**config.mk**
```make
export PLATFORM = sky130hd
export DESIGN_NAME = daq_sequencer
export DESIGN_NICKNAME = d
export VERILOG_FILES = /design/src/rtl/daq_sequencer_pkg.sv /design/src/rtl/daq_sequencer_sync_edge.sv /design/src/rtl/daq_sequencer.sv
export SDC_FILE = /design/constraint.sdc
export NUM_CORES = 1
export LEC_CHECK = 0
export ABC_CLOCK_PERIOD_IN_PS = 6000
export CAP_MARGIN = 25
export CORE_MARGIN = 1
export CORE_UTILIZATION = 30
export CTS_CLUSTER_DIAMETER = 50
export DETAILED_ROUTE_END_ITERATION = 6
export PLACE_DENSITY_LB_ADDON = 0.3
export SLEW_MARGIN = 5
export SYNTH_ARGS = -nofsm -noshare
export SYNTH_HDL_FRONTEND = slang
export SYNTH_SLANG_ARGS = --single-unit
```
**constraint.sdc**
```tcl
create_clock -name Clk -period 6 [get_ports Clk]
set_input_delay 0.9 -clock Clk [delete_from_list [all_inputs] [get_ports Clk]]
set_output_delay 0.9 -clock Clk [all_outputs]
set_load 0.1 [all_outputs]
```
**src/rtl/daq_sequencer_pkg.sv**
```systemverilog
// Shared types and constants for the acquisition sequencer.
package daq_sequencer_pkg;

    typedef enum logic [3:0] {
        ST_IDLE,
        ST_POWER_UP,
        ST_RESET_CHIP,
        ST_ARM,
        ST_ACQUIRE,
        ST_HOLD,
        ST_READOUT,
        ST_ONCE_END,
        ST_DONE
    } daq_state_t;

    // Acquisition modes selected by DaqMode; code 3 behaves as DAQ_AUTO.
    localparam logic [1:0] DAQ_AUTO  = 2'd0;
    localparam logic [1:0] DAQ_EXT   = 2'd1;
    localparam logic [1:0] DAQ_BURST = 2'd2;

endpackage

```
**src/rtl/daq_sequencer_sync_edge.sv**
```systemverilog
// Two-flop synchroniser followed by a registered rising-edge detector.
module sync_edge
    import daq_sequencer_pkg::*;
(
    input  logic clk,
    input  logic rst_n,
    input  logic din,
    output logic rise
);

    logic sync_p0;
    logic sync_p1;
    logic sync_p2;

    // Synchronise, keep one cycle of history, and flag a 0->1 transition.
    always_ff @(posedge clk or negedge rst_n) begin
        if (!rst_n) begin
            sync_p0 <= 1'b0;
            sync_p1 <= 1'b0;
            sync_p2 <= 1'b0;
            rise    <= 1'b0;
        end else begin
            sync_p0 <= din;
            sync_p1 <= sync_p0;
            sync_p2 <= sync_p1;
            rise    <= sync_p1 & ~sync_p2;
        end
    end

endmodule

```
**src/rtl/daq_sequencer.sv**
```systemverilog
// Acquire -> hold -> readout sequencer for a multi-ASIC readout chain.
// Every output is a register loaded from the next-state decode, so outputs
// change on the same edge as the state they belong to.
module daq_sequencer
    import daq_sequencer_pkg::*;
#(
    parameter int NUM_ASIC  = 4,
    parameter int TIME_W    = 16,
    parameter int RESET_LEN = 8
) (
    input  logic                Clk,
    input  logic                reset_n,
    input  logic [1:0]          DaqMode,
    input  logic                UsbAcqStart,
    input  logic [15:0]         AcqCycles,
    input  logic                PowerPulseEn,
    input  logic [TIME_W-1:0]   AcquisitionTime,
    input  logic [TIME_W-1:0]   EndHoldTime,
    input  logic [TIME_W-1:0]   PowerOnDelay,
    input  logic [NUM_ASIC-1:0] CHIPSATB,
    input  logic                ExternalTrigger,
    input  logic                EndReadout,
    input  logic                UsbFifoEmpty,
    input  logic                DataTransmitDone,
    output logic                START_ACQ,
    output logic                RESET_B,
    output logic                PWR_ON_A,
    output logic                PWR_ON_D,
    output logic                PWR_ON_ADC,
    output logic                PWR_ON_DAC,
    output logic                StartReadout,
    output logic                OnceEnd,
    output logic                UsbStartStop,
    output logic                AllDone,
    output logic [15:0]         CycleCount,
    output logic [NUM_ASIC-1:0] ChipFullMask
);

    // A programmed duration of zero still occupies one cycle.
    function automatic logic [TIME_W-1:0] at_least_one(input logic [TIME_W-1:0] d);
        return (d == '0) ? TIME_W'(1) : d;
    endfunction

    // Completed-cycle counter sticks at its maximum instead of wrapping.
    function automatic logic [15:0] sat_inc(input logic [15:0] v);
        return (v == 16'hFFFF) ? v : v + 16'd1;
    endfunction

    daq_state_t          state, state_nxt;
    logic [TIME_W-1:0]   timer, timer_nxt;
    logic                timer_last;
    logic                stop_req, stop_nxt;
    logic [NUM_ASIC-1:0] chip_sync_p0, chip_sync_p1;
    logic [NUM_ASIC-1:0] chip_full;
    logic                any_full;
    logic                trig_rise;
    logic                arm_go;
    logic                burst_last;
    logic [15:0]         count_nxt;
    logic [NUM_ASIC-1:0] mask_nxt;
    logic                usb_ss_nxt;
    logic                rails_on, analog_on;

    // Chip-full flags are active-low and asynchronous; idle level is "not full".
    always_ff @(posedge Clk or negedge reset_n) begin
        if (!reset_n) begin
            chip_sync_p0 <= '1;
            chip_sync_p1 <= '1;
        end else begin
            chip_sync_p0 <= CHIPSATB;
            chip_sync_p1 <= chip_sync_p0;
        end
    end

    assign chip_full  = ~chip_sync_p1;
    assign any_full   = |chip_full;
    assign timer_last = (timer <= TIME_W'(1));

    sync_edge u_trig_sync (
        .clk   (Clk),
        .rst_n (reset_n),
        .din   (ExternalTrigger),
        .rise  (trig_rise)
    );

    // Next-state, duration timer, counters and registered-output decode.
    always_comb begin
        state_nxt  = state;
        timer_nxt  = (timer != '0) ? timer - TIME_W'(1) : timer;
        count_nxt  = CycleCount;
        mask_nxt   = ChipFullMask;
        usb_ss_nxt = UsbStartStop;
        stop_nxt   = stop_req | ~UsbAcqStart;
        burst_last = (DaqMode == DAQ_BURST) && (AcqCycles != 16'd0) &&
                     (({1'b0, CycleCount} + 17'd1) == {1'b0, AcqCycles});

        case (DaqMode)
            DAQ_EXT:             arm_go = trig_rise;
            DAQ_AUTO, DAQ_BURST: arm_go = 1'b1;
            default:             arm_go = 1'b1;
        endcase

        unique case (state)
            ST_IDLE: begin
                stop_nxt = 1'b0;
                if (UsbAcqStart) begin
                    count_nxt  = '0;
                    usb_ss_nxt = 1'b1;
                    state_nxt  = ST_POWER_UP;
                    timer_nxt  = at_least_one(PowerOnDelay);
                end
            end
            ST_POWER_UP: begin
                if (timer_last) begin
                    // Chips are reset only before the first cycle of a run.
                    if (CycleCount == 16'd0) begin
                        state_nxt = ST_RESET_CHIP;
                        timer_nxt = TIME_W'(RESET_LEN);
                    end else begin
                        state_nxt = ST_ARM;
                    end
                end
            end
            ST_RESET_CHIP: begin
                if (timer_last) state_nxt = ST_ARM;
            end
            ST_ARM: begin
                if (!UsbAcqStart || stop_req) begin
                    state_nxt = ST_DONE;
                end else if (arm_go) begin
                    state_nxt = ST_ACQUIRE;
                    timer_nxt = at_least_one(AcquisitionTime);
                end
            end
            ST_ACQUIRE: begin
                if (any_full || timer_last) begin
                    state_nxt = ST_HOLD;
                    mask_nxt  = chip_full;
                    timer_nxt = at_least_one(EndHoldTime);
                end
            end
            ST_HOLD: begin
                if (timer_last) state_nxt = ST_READOUT;
            end
            ST_READOUT: begin
                if (EndReadout) state_nxt = ST_ONCE_END;
            end
            ST_ONCE_END: begin
                count_nxt = sat_inc(CycleCount);
                if (stop_req || !UsbAcqStart || burst_last) begin
                    state_nxt = ST_DONE;
                end else if (PowerPulseEn) begin
                    state_nxt = ST_POWER_UP;
                    timer_nxt = at_least_one(PowerOnDelay);
                end else begin
                    state_nxt = ST_ARM;
                end
            end
            ST_DONE: begin
                // Drop the stream flag once the FIFO drains, then wait for the host.
                if (UsbStartStop) begin
                    if (UsbFifoEmpty) usb_ss_nxt = 1'b0;
                end else if (DataTransmitDone) begin
                    state_nxt = ST_IDLE;
                end
            end
            default: state_nxt = ST_IDLE;
        endcase

        rails_on  = !(state_nxt inside {ST_IDLE, ST_DONE});
        analog_on = rails_on && !(PowerPulseEn && (state_nxt inside {ST_READOUT, ST_ONCE_END}));
    end

    // State, timer and all registered outputs.
    always_ff @(posedge Clk or negedge reset_n) begin
        if (!reset_n) begin
            state        <= ST_IDLE;
            timer        <= '0;
            stop_req     <= 1'b0;
            START_ACQ    <= 1'b0;
            RESET_B      <= 1'b1;
            PWR_ON_A     <= 1'b0;
            PWR_ON_D     <= 1'b0;
            PWR_ON_ADC   <= 1'b0;
            PWR_ON_DAC   <= 1'b0;
            StartReadout <= 1'b0;
            OnceEnd      <= 1'b0;
            UsbStartStop <= 1'b0;
            AllDone      <= 1'b0;
            CycleCount   <= '0;
            ChipFullMask <= '0;
        end else begin
            state        <= state_nxt;
            timer        <= timer_nxt;
            stop_req     <= stop_nxt;
            START_ACQ    <= (state_nxt == ST_ACQUIRE);
            RESET_B      <= (state_nxt != ST_RESET_CHIP);
            PWR_ON_A     <= analog_on;
            PWR_ON_D     <= rails_on;
            PWR_ON_ADC   <= analog_on;
            PWR_ON_DAC   <= analog_on;
            StartReadout <= (state_nxt == ST_READOUT) && (state != ST_READOUT);
            OnceEnd      <= (state_nxt == ST_ONCE_END);
            UsbStartStop <= usb_ss_nxt;
            AllDone      <= (state_nxt == ST_DONE);
            CycleCount   <= count_nxt;
            ChipFullMask <= mask_nxt;
        end
    end

endmodule
```
==> Word level (Yosys, flattened, before mapping) <==
Index checks and enable logic that the tools add are counted.
{ "word_totals": {"regBits": 61, "output_inout_bits": 30, "elab_cells": 111} }
{ "op_classes": {"addsub": 3, "order_cmp": 1, "n_eq_ne": 20, "n_mux": 36, "bitwise": 5, "reduce_logical": 27} }
{ "op_table": {"columns": ["op", "count"], "rows": [
  ["16-bit two-way mux", 14],
  ["16-bit one-hot mux with 5 select lines", 1],
  ["16-bit logical NOT", 4],
  ["4-bit two-way mux", 11],
  ["4-bit one-hot mux with 9 select lines", 1],
  ["16-bit one-hot mux with 2 select lines", 1],
  ["16-bit nonzero test", 2],
  ["4-bit by 3-bit == test with 1-bit output (second input constant)", 7],
  ["16-bit by 1-bit adder with 17-bit output (second input constant)", 1],
  ["17-bit by 16-bit == test with 1-bit output", 1],
  ["16-bit by 1-bit adder with 16-bit output (second input constant)", 1],
  ["16-bit == test (second input constant)", 1],
  ["16-bit by 1-bit less-or-equal comparator with 1-bit output (second input constant)", 1],
  ["16-bit by 1-bit subtractor with 16-bit output (second input constant)", 1],
  ["4-bit by 2-bit == test with 1-bit output (second input constant)", 2],
  ["4-bit == test (second input constant)", 2],
  ["4-bit logical NOT", 2],
  ["2-bit nonzero test", 4],
  ["1-bit two-way mux", 6],
  ["1-bit logical AND", 5],
  ["4-bit by 1-bit == test with 1-bit output (second input constant)", 1],
  ["2-bit inequality test (second input constant)", 2],
  ["4-bit by 2-bit inequality test with 1-bit output (second input constant)", 1],
  ["4-bit by 3-bit inequality test with 1-bit output (second input constant)", 1],
  ["13 further kinds", 19]
]} }

==> Logic depth before layout (Yosys ltp) <==
Gate-level depths: netlist of run 1.
{ "depth": {"ltp_word": 11, "ltp_mapped": 13} }

==> Hierarchy <==
A second synthesis of run 1 with hierarchy kept.
{ "unflattened": {"hier_cells": 503, "area_unflattened_um2": 4346.7} }
{ "by_module_without_submodules": {"columns": ["module", "n_inst", "cells_per_inst", "area_per_inst_um2", "seq_area_each_um2"], "rows": [
  ["daq_sequencer", 1, 498, 4232.8, 1437.6],
  ["sync_edge", 1, 5, 113.9, 100.1]
]} }

==> Worst setup path before layout of run 1 <==
No wires, ideal clock.
{ "synth_timing": {"kind": "register to register", "startpoint": "register CycleCount[0]", "endpoint": "register timer[14]", "setup_ns": 0.126, "t_arrival_ns": 3.555, "path_slack_ns": 2.319, "stages_incl_launch_ff": 13, "path_buffers": 2, "cell_sequence": "dfrtp_1 -> buf_2 -> inv_1 -> ha_1 -> xor2_1 -> nor4b_1 -> o211ai_1 -> nor4_1 -> nand4b_1 -> o2111a_2 -> or2_1 -> buf_6 -> a221o_1"} }
{ "synth_between": {"elab_chain_cells": 6} }
{ "synth_rtl": {"columns": ["item", "line_no", "text"], "rows": [
  ["from (decl)", "daq_sequencer.sv:35", "output logic [15:0] CycleCount,"],
  ["from (signal assigned)", "daq_sequencer.sv:206", "CycleCount <= count_nxt;"],
  ["16-bit by 1-bit adder with 17-bit output", "daq_sequencer.sv:95", "(({1'b0, CycleCount} + 17'd1) == {1'b0, AcqCycles});"],
  ["17-bit by 16-bit == test with 1-bit output", "daq_sequencer.sv:95", null],
  ["1-bit logical AND", "daq_sequencer.sv:94", "burst_last = (DaqMode == DAQ_BURST) && (AcqCycles != 16'd0) &&"],
  ["1-bit logical OR", "daq_sequencer.sv:150", "if (stop_req || !UsbAcqStart || burst_last) begin"],
  ["16-bit two-way mux", "daq_sequencer.sv:150", null],
  ["16-bit one-hot mux with 5 select lines *", "daq_sequencer.sv:103", "unique case (state)"],
  ["named net timer_nxt[14]", "daq_sequencer.sv:50", "logic [TIME_W-1:0] timer, timer_nxt;"],
  ["to (signal assigned)", "daq_sequencer.sv:194", "timer <= timer_nxt;"],
  ["to (decl)", "daq_sequencer.sv:50", null]
]} }
Mark *: on every way through the listed nets, which the timed path passes. The rest lies on a longest branch.
A chain may end at the register's enable or synchronous reset.

==> Final worst setup path of run 1 <==
{ "layout_timing": {"startpoint": "register CycleCount[0]", "endpoint": "register timer[10]"} }
The elaborated chain is that of the path after synthesis.

==> results of run 1 <==
==> layout make-up <==
type	count	area [sq um]	share of cell area (%)
inverter	11	41.3	0.730
tap	176	220	3.89
clock inverter	3	68.8	1.22
clock buffer	13	260	4.60
timing repair buffer	109	1080	19.1
sequential	61	1540	27.2
multi-input combinational	380	2450	43.3
==> layout by cell type, fill, tap and decap left out, drive strengths merged, types with 3 or more instances in the layout <==
cell type and instances:
nor3 19, a222oi 3, clkdlybuf4s50 106, a22o 6, and4 4, nand2 43, a31oi 6, a221oi 7
o21ai 35, o31ai 11, a21o 3, nor2b 8, nor4 34, a22oi 3, o2111ai 3, clkbuf 13
a21oi 22, nand3 13, o41ai 3, ha 4, or3 5, dfstp 9, o211ai 5, xor2 13
nand2b 10, buf 3, mux2i 4, a221o 8, and3 6, nor2 40, and2 6, a211oi 4
dfrtp 52, nor3b 3, nand4 7, inv 11, xnor2 17
==> metrics by stage <==
step,area [sq um],cells,util (%),total power (W)
3_3_place_gp,5330,737,39.9,0.00141
6_report,5660,753,42.4,0.00200
2_1_floorplan,4150,478,-,0.00118
3_5_place_dp,5330,737,39.9,0.00142
5_1_grt,5660,753,42.4,0.00211
4_1_cts,5660,753,42.4,0.00201
==> flip-flops by register name (all words and copies together) (netlist names), 4 cells and up <==
register      cells
ChipFullMask      4
CycleCount       16
chip_sync_p0      4
chip_sync_p1      4
state             4
timer            16
==> final timing paths <==
kind	from	to	slack, ns	depth (start not counted)
max	CycleCount[0]$_DFFE_PN0P_	timer[10]$_DFF_PN0_	2.16	10
min	u_trig_sync.sync_p0$_DFF_PN0_	u_trig_sync.sync_p1$_DFF_PN0_	0.35	0
max reg2reg	CycleCount[0]$_DFFE_PN0P_	timer[10]$_DFF_PN0_	2.16	10
min reg2reg	u_trig_sync.sync_p0$_DFF_PN0_	u_trig_sync.sync_p1$_DFF_PN0_	0.35	0
max in group asynchronous	reset_n	CycleCount[11]$_DFFE_PN0P_	4.72	2
min in group asynchronous	reset_n	CycleCount[4]$_DFFE_PN0P_	0.71	2
==> report_power, final <==
group          total (W)  internal (W)  switching, W  leakage (nW)
combinational   0.000834      0.000304      0.000530          1.26
sequential      0.000594      0.000499     0.0000957         0.767
clock           0.000573      0.000387      0.000186         0.160
total            0.00200       0.00119      0.000811          2.19
==> cells in the mapped netlist, types with 4 or more instances <==
library cell	n	area [sq um]
sky130_fd_sc_hd__nand2b_1	10	62.6
sky130_fd_sc_hd__a221o_1	8	80.1
sky130_fd_sc_hd__nor2b_1	8	50.1
sky130_fd_sc_hd__nor4_1	33	206
sky130_fd_sc_hd__and4_1	4	35.0
sky130_fd_sc_hd__a211oi_1	4	30.0
sky130_fd_sc_hd__nor3_1	18	90.1
sky130_fd_sc_hd__clkbuf_1	15	56.3
sky130_fd_sc_hd__nor2_1	39	146
sky130_fd_sc_hd__xnor2_1	17	149
sky130_fd_sc_hd__a221oi_1	7	61.3
sky130_fd_sc_hd__o21ai_0	31	155
sky130_fd_sc_hd__a31oi_1	6	37.5
sky130_fd_sc_hd__dfrtp_1	52	1300
sky130_fd_sc_hd__o31ai_1	11	82.6
sky130_fd_sc_hd__a21oi_1	22	110
sky130_fd_sc_hd__and3_1	6	37.5
sky130_fd_sc_hd__a22o_1	6	52.6
sky130_fd_sc_hd__dfstp_2	9	236
sky130_fd_sc_hd__buf_2	7	35.0
sky130_fd_sc_hd__nand3_1	12	60.1
sky130_fd_sc_hd__and2_1	6	37.5
sky130_fd_sc_hd__nand2_1	43	161
sky130_fd_sc_hd__inv_1	11	41.3
sky130_fd_sc_hd__ha_1	4	50.1
sky130_fd_sc_hd__o21ai_1	4	20.0
sky130_fd_sc_hd__or3_1	5	31.3
sky130_fd_sc_hd__xor2_1	13	114
sky130_fd_sc_hd__o211ai_1	5	37.5
sky130_fd_sc_hd__nand4_1	4	25.0
sky130_fd_sc_hd__mux2i_1	4	40.0
==> worst max-delay path, delay by kind of cell, from the launching register on <==
family / cells / cell delay [ns]
compound gates: 3 / 1.30
fa+ha+maj: 1 / 0.44
flops: 1 / 0.60
mux: 3 / 0.63
simple gates: 3 / 0.73
==> per-layer routing <==
metal,share of wire (%),vias up
met5,0,-
met4,2.0,0
met3,9.5,22
met2,44,228
met1,45,2017
li1,-,2001
==> cells by family after synthesis <==
kind of cell / count (synthesis) / share of synthesized area, %
flip-flops: 61 / 37.1
buffers and inverters: 37 / 4.01
adder cells (fa/ha/maj): 4 / 1.21
AND/OR/NAND/NOR: 207 / 27.8
multiplexers: 5 / 1.24
AO/OA/AOI/OAI: 134 / 22.4
XOR/XNOR: 30 / 6.33
==> summary.txt, run 1 <==
====================================================================================================
Share of post-route cells with drive strength above 1                                          6.76%
Synth warn                                                                                         0
Setup violations, final                                                                            0
Worst stage delay on the critical path                                                       0.64 ns
CTS Hold Buffers Added                                                                             0
Final hold slack                                                                            0.350 ns
Count of nets left with antenna violations after detail routing                                    0
Ordered list of cells on the worst path                                                 ha_1 -> nand3_4 -> nor2_4 -> mux2_2 -> mux2i_1 -> mux2i_1 -> o211ai_1 -> a211oi_1 -> nand2_1 -> a221o_1
I/O Buffers                                                                                      107
Overall die width                                                                             120 um
Die outline area                                                                        14,300 sq um
DR WL/cell                                                                                   18.0 um
WP data required                                                                             6.21 ns
Relative max-transition margin                                                                 33.5%
Final cycle utilization of the critical path                                                   63.9%
Routed wire length                                                                         13,600 um
Die Y                                                                                         120 um
Pin count of the biggest net entering global routing                                              62
Result of the run                                                                       complete, no violations
Number of detailed-route iterations in the first pass                                              6
Floorplan row count                                                                               42
Post-CTS setup buffers                                                                             0
Unique cell type count in the Yosys netlist                                                       67
Clock-pin slew reported for the worst setup and hold paths after clock tree synthesis        0.05 ns
Number of CTS-inserted buffers                                                                     9
Static leakage                                                                               2.19 nW
RSZ-0062 raised after global routing                                                              no
Worst Setup Start Kind                                                                      register
Syn_nets                                                                                         560
Cts repair resizes                                                                                 0
Root cell of the clock tree                                                             sky130_fd_sc_hd__clkbuf_16
Global-route total usage across every layer                                                    19.3%
Total core area                                                                         13,300 sq um
Number of primary I/O pins                                                                       108
Met2 capacity usage during global routing                                                      29.8%
Cells after Synth                                                                                478
DRC errors left                                                                                    0
Hold Violations, Final                                                                             0
Largest fanout of any net on the critical path                                                    11
Setup slack after placement                                                                  2.12 ns
Clock latency reported for the late side of the worst-skew pair                              0.33 ns
Category of the most critical setup path                                                register to register
Slowest cell on the critical path                                                       sky130_fd_sc_hd__a211oi_1
Min-delay worst type                                                                    register to register
Slew at the pin closest to its max-slew limit                                               0.995 ns
Weighted congestion reported at the end of routability-driven placement                        0.924
Maximum Capacitance Violations                                                                     0
Fin nets                                                                                         654
CTS sink count                                                                                    61
Capturing element type of the critical path                                                 register
Prevailing post-synth register cell                                                     sky130_fd_sc_hd__dfrtp_1
Vias after detailed routing                                                                    4,268
Sum of net half-perimeters after detailed placement                                        10,200 um
Slew Viols, Final                                                                                  0
Clk_skew                                                                                  0.00598 ns
Remaining global-route overflow                                                                    0
Mean instance size in the synthesized netlist                                             8.68 sq um
Post-synth EDFFs                                                                                   0
Portion of the post-synthesis area used by sequential elements                                 37.1%
Setup WS post-layout                                                                         2.16 ns
Total of flip-flops plus latches after synthesis                                                  61
Initial Util                                                                                   31.1%
H-tree depth                                                                                       3
Deepest clock path buffer count                                                                    2
Pwr Density                                                                              354 nW/um^2
Wire length of the first global-routing pass                                               21,700 um
Number of antenna violations at the first check in global routing                                  0
P&R area growth vs syn                                                                         36.3%
Clock tree from TritonCTS                                                                      built
Number of inserted diodes                                                                          0
Final critical path time including I/O delays and setup                                      3.84 ns
Cell seen most often among critical-path stages                                         sky130_fd_sc_hd__mux2i_1
Number of global-route vias before repair                                                      4,210
Routing usage on met1                                                                          26.0%
Fraction of synthesis flops using an asynchronous set or reset pin                              100%
Layer with the highest usage                                                                    met2
Maximum operating frequency                                                                  261 MHz
TNS Setup                                                                                       0 ns
Netlist Area Pre-Place                                                                    4150 sq um
Via density per instance                                                                        5.67
Maximum resistive drop on vdd                                                               0.143 mV
Arrival @ worst endpoint                                                                     4.05 ns
First-iteration detailed-routing DRC count                                                       384
Met3 track utilization from global routing                                                     4.75%
Number of filler cells placed in the layout                                                    1,347
====================================================================================================
Power figures use the tool's default switching activity.
==> inputs of run 2 (changes only) <==
--- a/config.mk
+++ b/config.mk
@@ -5,7 +5,7 @@
 export SDC_FILE = /design/constraint.sdc
 export NUM_CORES = 1
 export LEC_CHECK = 0
-export ABC_CLOCK_PERIOD_IN_PS = 6000
+export ABC_CLOCK_PERIOD_IN_PS = 4000
 export CAP_MARGIN = 25
 export CORE_MARGIN = 1
 export CORE_UTILIZATION = 30
==> constraint.sdc (replaced) <==
create_clock -name Clk -period 4 [get_ports Clk]
set_input_delay 0.6 -clock Clk [delete_from_list [all_inputs] [get_ports Clk]]
set_output_delay 0.6 -clock Clk [all_outputs]
set_load 0.1 [all_outputs]
==> summary.txt, run 2 (synthesis results as in run 1) <==
====================================================================================================
Count of placed standard cells including taps                                                    746
CTS Hold Buffers Added                                                                             0
Die outline area                                                                        14,300 sq um
Routed wire length                                                                         14,000 um
Number of global-route vias before repair                                                      4,408
First-iteration detailed-routing DRC count                                                       319
Total core area                                                                         13,300 sq um
Worst Setup Start Kind                                                                      register
Share of post-route cells with drive strength above 1                                          8.53%
Sum of net half-perimeters after detailed placement                                        10,700 um
Min-delay worst type                                                                    primary input to async pin
Number of detailed-route iterations in the first pass                                              5
Sequential share of power                                                                      29.4%
Number of inserted diodes                                                                          0
Root cell of the clock tree                                                             sky130_fd_sc_hd__clkbuf_16
Most common library cell in the layout ignoring fill and taps                           sky130_fd_sc_hd__clkdlybuf4s50_1
Final critical path time including I/O delays and setup                                      3.68 ns
Maximum resistive drop on vdd                                                               0.174 mV
Maximum operating frequency                                                                  272 MHz
TNS Setup                                                                                       0 ns
Clock-pin slew reported for the worst setup and hold paths after clock tree synthesis        0.05 ns
Fin nets                                                                                         663
Capturing element type of the critical path                                                 register
Arrival @ worst endpoint                                                                     3.88 ns
Pin count of the biggest net entering global routing                                              35
Relative max-transition margin                                                                 32.7%
Static leakage                                                                               2.23 nW
H-tree depth                                                                                       3
Post-Layout Cell Count                                                                           762
Number of primary I/O pins                                                                       108
Largest fanout of any net on the critical path                                                    11
Vias after detailed routing                                                                    4,325
Internal power                                                                             0.00179 W
Post-CTS setup buffers                                                                             0
Net switching power                                                                        0.00124 W
DRC errors left                                                                                    0
Comb pwr share                                                                                 42.8%
Number of antenna violations at the first check in global routing                                  0
Clock latency reported for the late side of the worst-skew pair                              0.34 ns
Global-route total usage across every layer                                                    20.1%
WP data required                                                                             4.20 ns
Deepest clock path buffer count                                                                    2
RSZ-0062 raised after global routing                                                              no
Largest regs                                                                            CycleCount: 16 flops, timer: 16 flops
Number of CTS-inserted buffers                                                                     9
CTS sink count                                                                                    61
Worst stage delay on the critical path                                                       0.57 ns
Cts repair resizes                                                                                 0
I/O Buffers                                                                                      107
DR WL/cell                                                                                   18.4 um
Top Family by Delay on Critical Path                                                    compound AO/OA/AOI/OAI gates
Category of the most critical setup path                                                register to register
P&R area growth vs syn                                                                         37.8%
Count of nets left with antenna violations after detail routing                                    0
Setup violations, final                                                                            0
Die Y                                                                                         120 um
Slew at the pin closest to its max-slew limit                                                1.01 ns
Commonest cells after routing, fill and taps aside                                      sky130_fd_sc_hd__clkdlybuf4s50_1 (106), sky130_fd_sc_hd__dfrtp_1 (52), sky130_fd_sc_hd__nand2_1 (43)
Pwr Density                                                                              530 nW/um^2
Overall power after layout                                                                 0.00303 W
Slew Viols, Final                                                                                  0
Overall die width                                                                             120 um
Via density per instance                                                                        5.68
Result of the run                                                                       complete, no violations
Clock power share                                                                              27.9%
Final cycle utilization of the critical path                                                   91.9%
Maximum Capacitance Violations                                                                     0
Crit path buf inv count                                                                            0
Initial Util                                                                                   31.1%
Weighted congestion reported at the end of routability-driven placement                        0.918
Remaining global-route overflow                                                                    0
Floorplan row count                                                                               42
Wire length of the first global-routing pass                                               22,500 um
Net Sw Frac                                                                                    41.0%
Slowest cell on the critical path                                                       sky130_fd_sc_hd__dfrtp_1
Clock tree from TritonCTS                                                                      built
Ordered list of cells on the worst path                                                 ha_1 -> nand3_4 -> nor2_4 -> nand4_1 -> a2111oi_2 -> nand4b_1 -> o2111a_2 -> or2_1 -> a222oi_1 -> o21ai_1
Hold Violations, Final                                                                             0
Clk_skew                                                                                  0.00845 ns
====================================================================================================
[run 2: path summary, 6_finish.rpt]
| path | from | to | slack [ns] | cells after the start |
|---|---|---|---|---|
| setup / recovery | CycleCount[0]$_DFFE_PN0P_ | timer[4]$_DFF_PN0_ | 0.32 | 10 |
| hold / removal | reset_n | CycleCount[5]$_DFFE_PN0P_ | 0.31 | 1 |
| setup reg to reg | CycleCount[0]$_DFFE_PN0P_ | timer[4]$_DFF_PN0_ | 0.32 | 10 |
| hold reg to reg | u_trig_sync.sync_p0$_DFF_PN0_ | u_trig_sync.sync_p1$_DFF_PN0_ | 0.35 | 0 |
| max in group asynchronous | reset_n | chip_sync_p0[1]$_DFF_PN1_ | 2.76 | 2 |
| min in group Clk | u_trig_sync.sync_p0$_DFF_PN0_ | u_trig_sync.sync_p1$_DFF_PN0_ | 0.35 | 0 |
[run 2: area by class of cell]
class                           instances  area, sq um
Clock buffer                           10          239
Inverter                               11         41.3
Tap cell                              176          220
Clock inverter                          6         86.3
Timing Repair Buffer                  118         1150
Sequential cell                        61         1540
Multi-Input combinational cell        380         2450
Fill cell                            1365         7630
[run 2: metal layers]
| layer | wire length [um] | global-route usage, % | part of all wire (%) |
|---|---|---|---|
| met5 | 0 | 0 | 0 |
| met4 | 257 | 7.27 | 1.8 |
| met3 | 1100 | 4.71 | 7.9 |
| met2 | 6380 | 31.6 | 46 |
| met1 | 6270 | 26.8 | 45 |
[run 2: worst register-to-register path, cell delays in order, from the launching register on]
cell	delay (ns)
sky130_fd_sc_hd__dfrtp_1	0.57
sky130_fd_sc_hd__ha_1	0.42
sky130_fd_sc_hd__nand3_4	0.22
sky130_fd_sc_hd__nor2_4	0.23
sky130_fd_sc_hd__nand4_1	0.22
sky130_fd_sc_hd__a2111oi_2	0.41
sky130_fd_sc_hd__nand4b_1	0.23
sky130_fd_sc_hd__o2111a_2	0.37
sky130_fd_sc_hd__or2_1	0.38
sky130_fd_sc_hd__a222oi_1	0.38
sky130_fd_sc_hd__o21ai_1	0.12
[run 2: metrics by stage]
step	instance area, sq um	utilization, %	hold slack, ns	worst slack (ns)
finish	5720	42.8	0.310	0.323
global route	5720	42.8	0.344	0.0537
CTS	5720	42.8	0.320	0.343
detailed placement	5390	40.4	0.341	0.354
global placement	5390	40.4	0.338	0.472
floorplan	4150	-	0.304	0.319
[run 2: power by group through the flow]
stage | combinational, W | clock (W) | sequential, W
final | 0.00130 | 0.000845 | 0.000890
after global routing | 0.00140 | 0.000893 | 0.000912
after floorplan | 0.000716 | 0 | 0.00106
after CTS | 0.00129 | 0.000864 | 0.000887
after global placement | 0.00126 | 0 | 0.000887
after detailed placement | 0.00128 | 0 | 0.000894
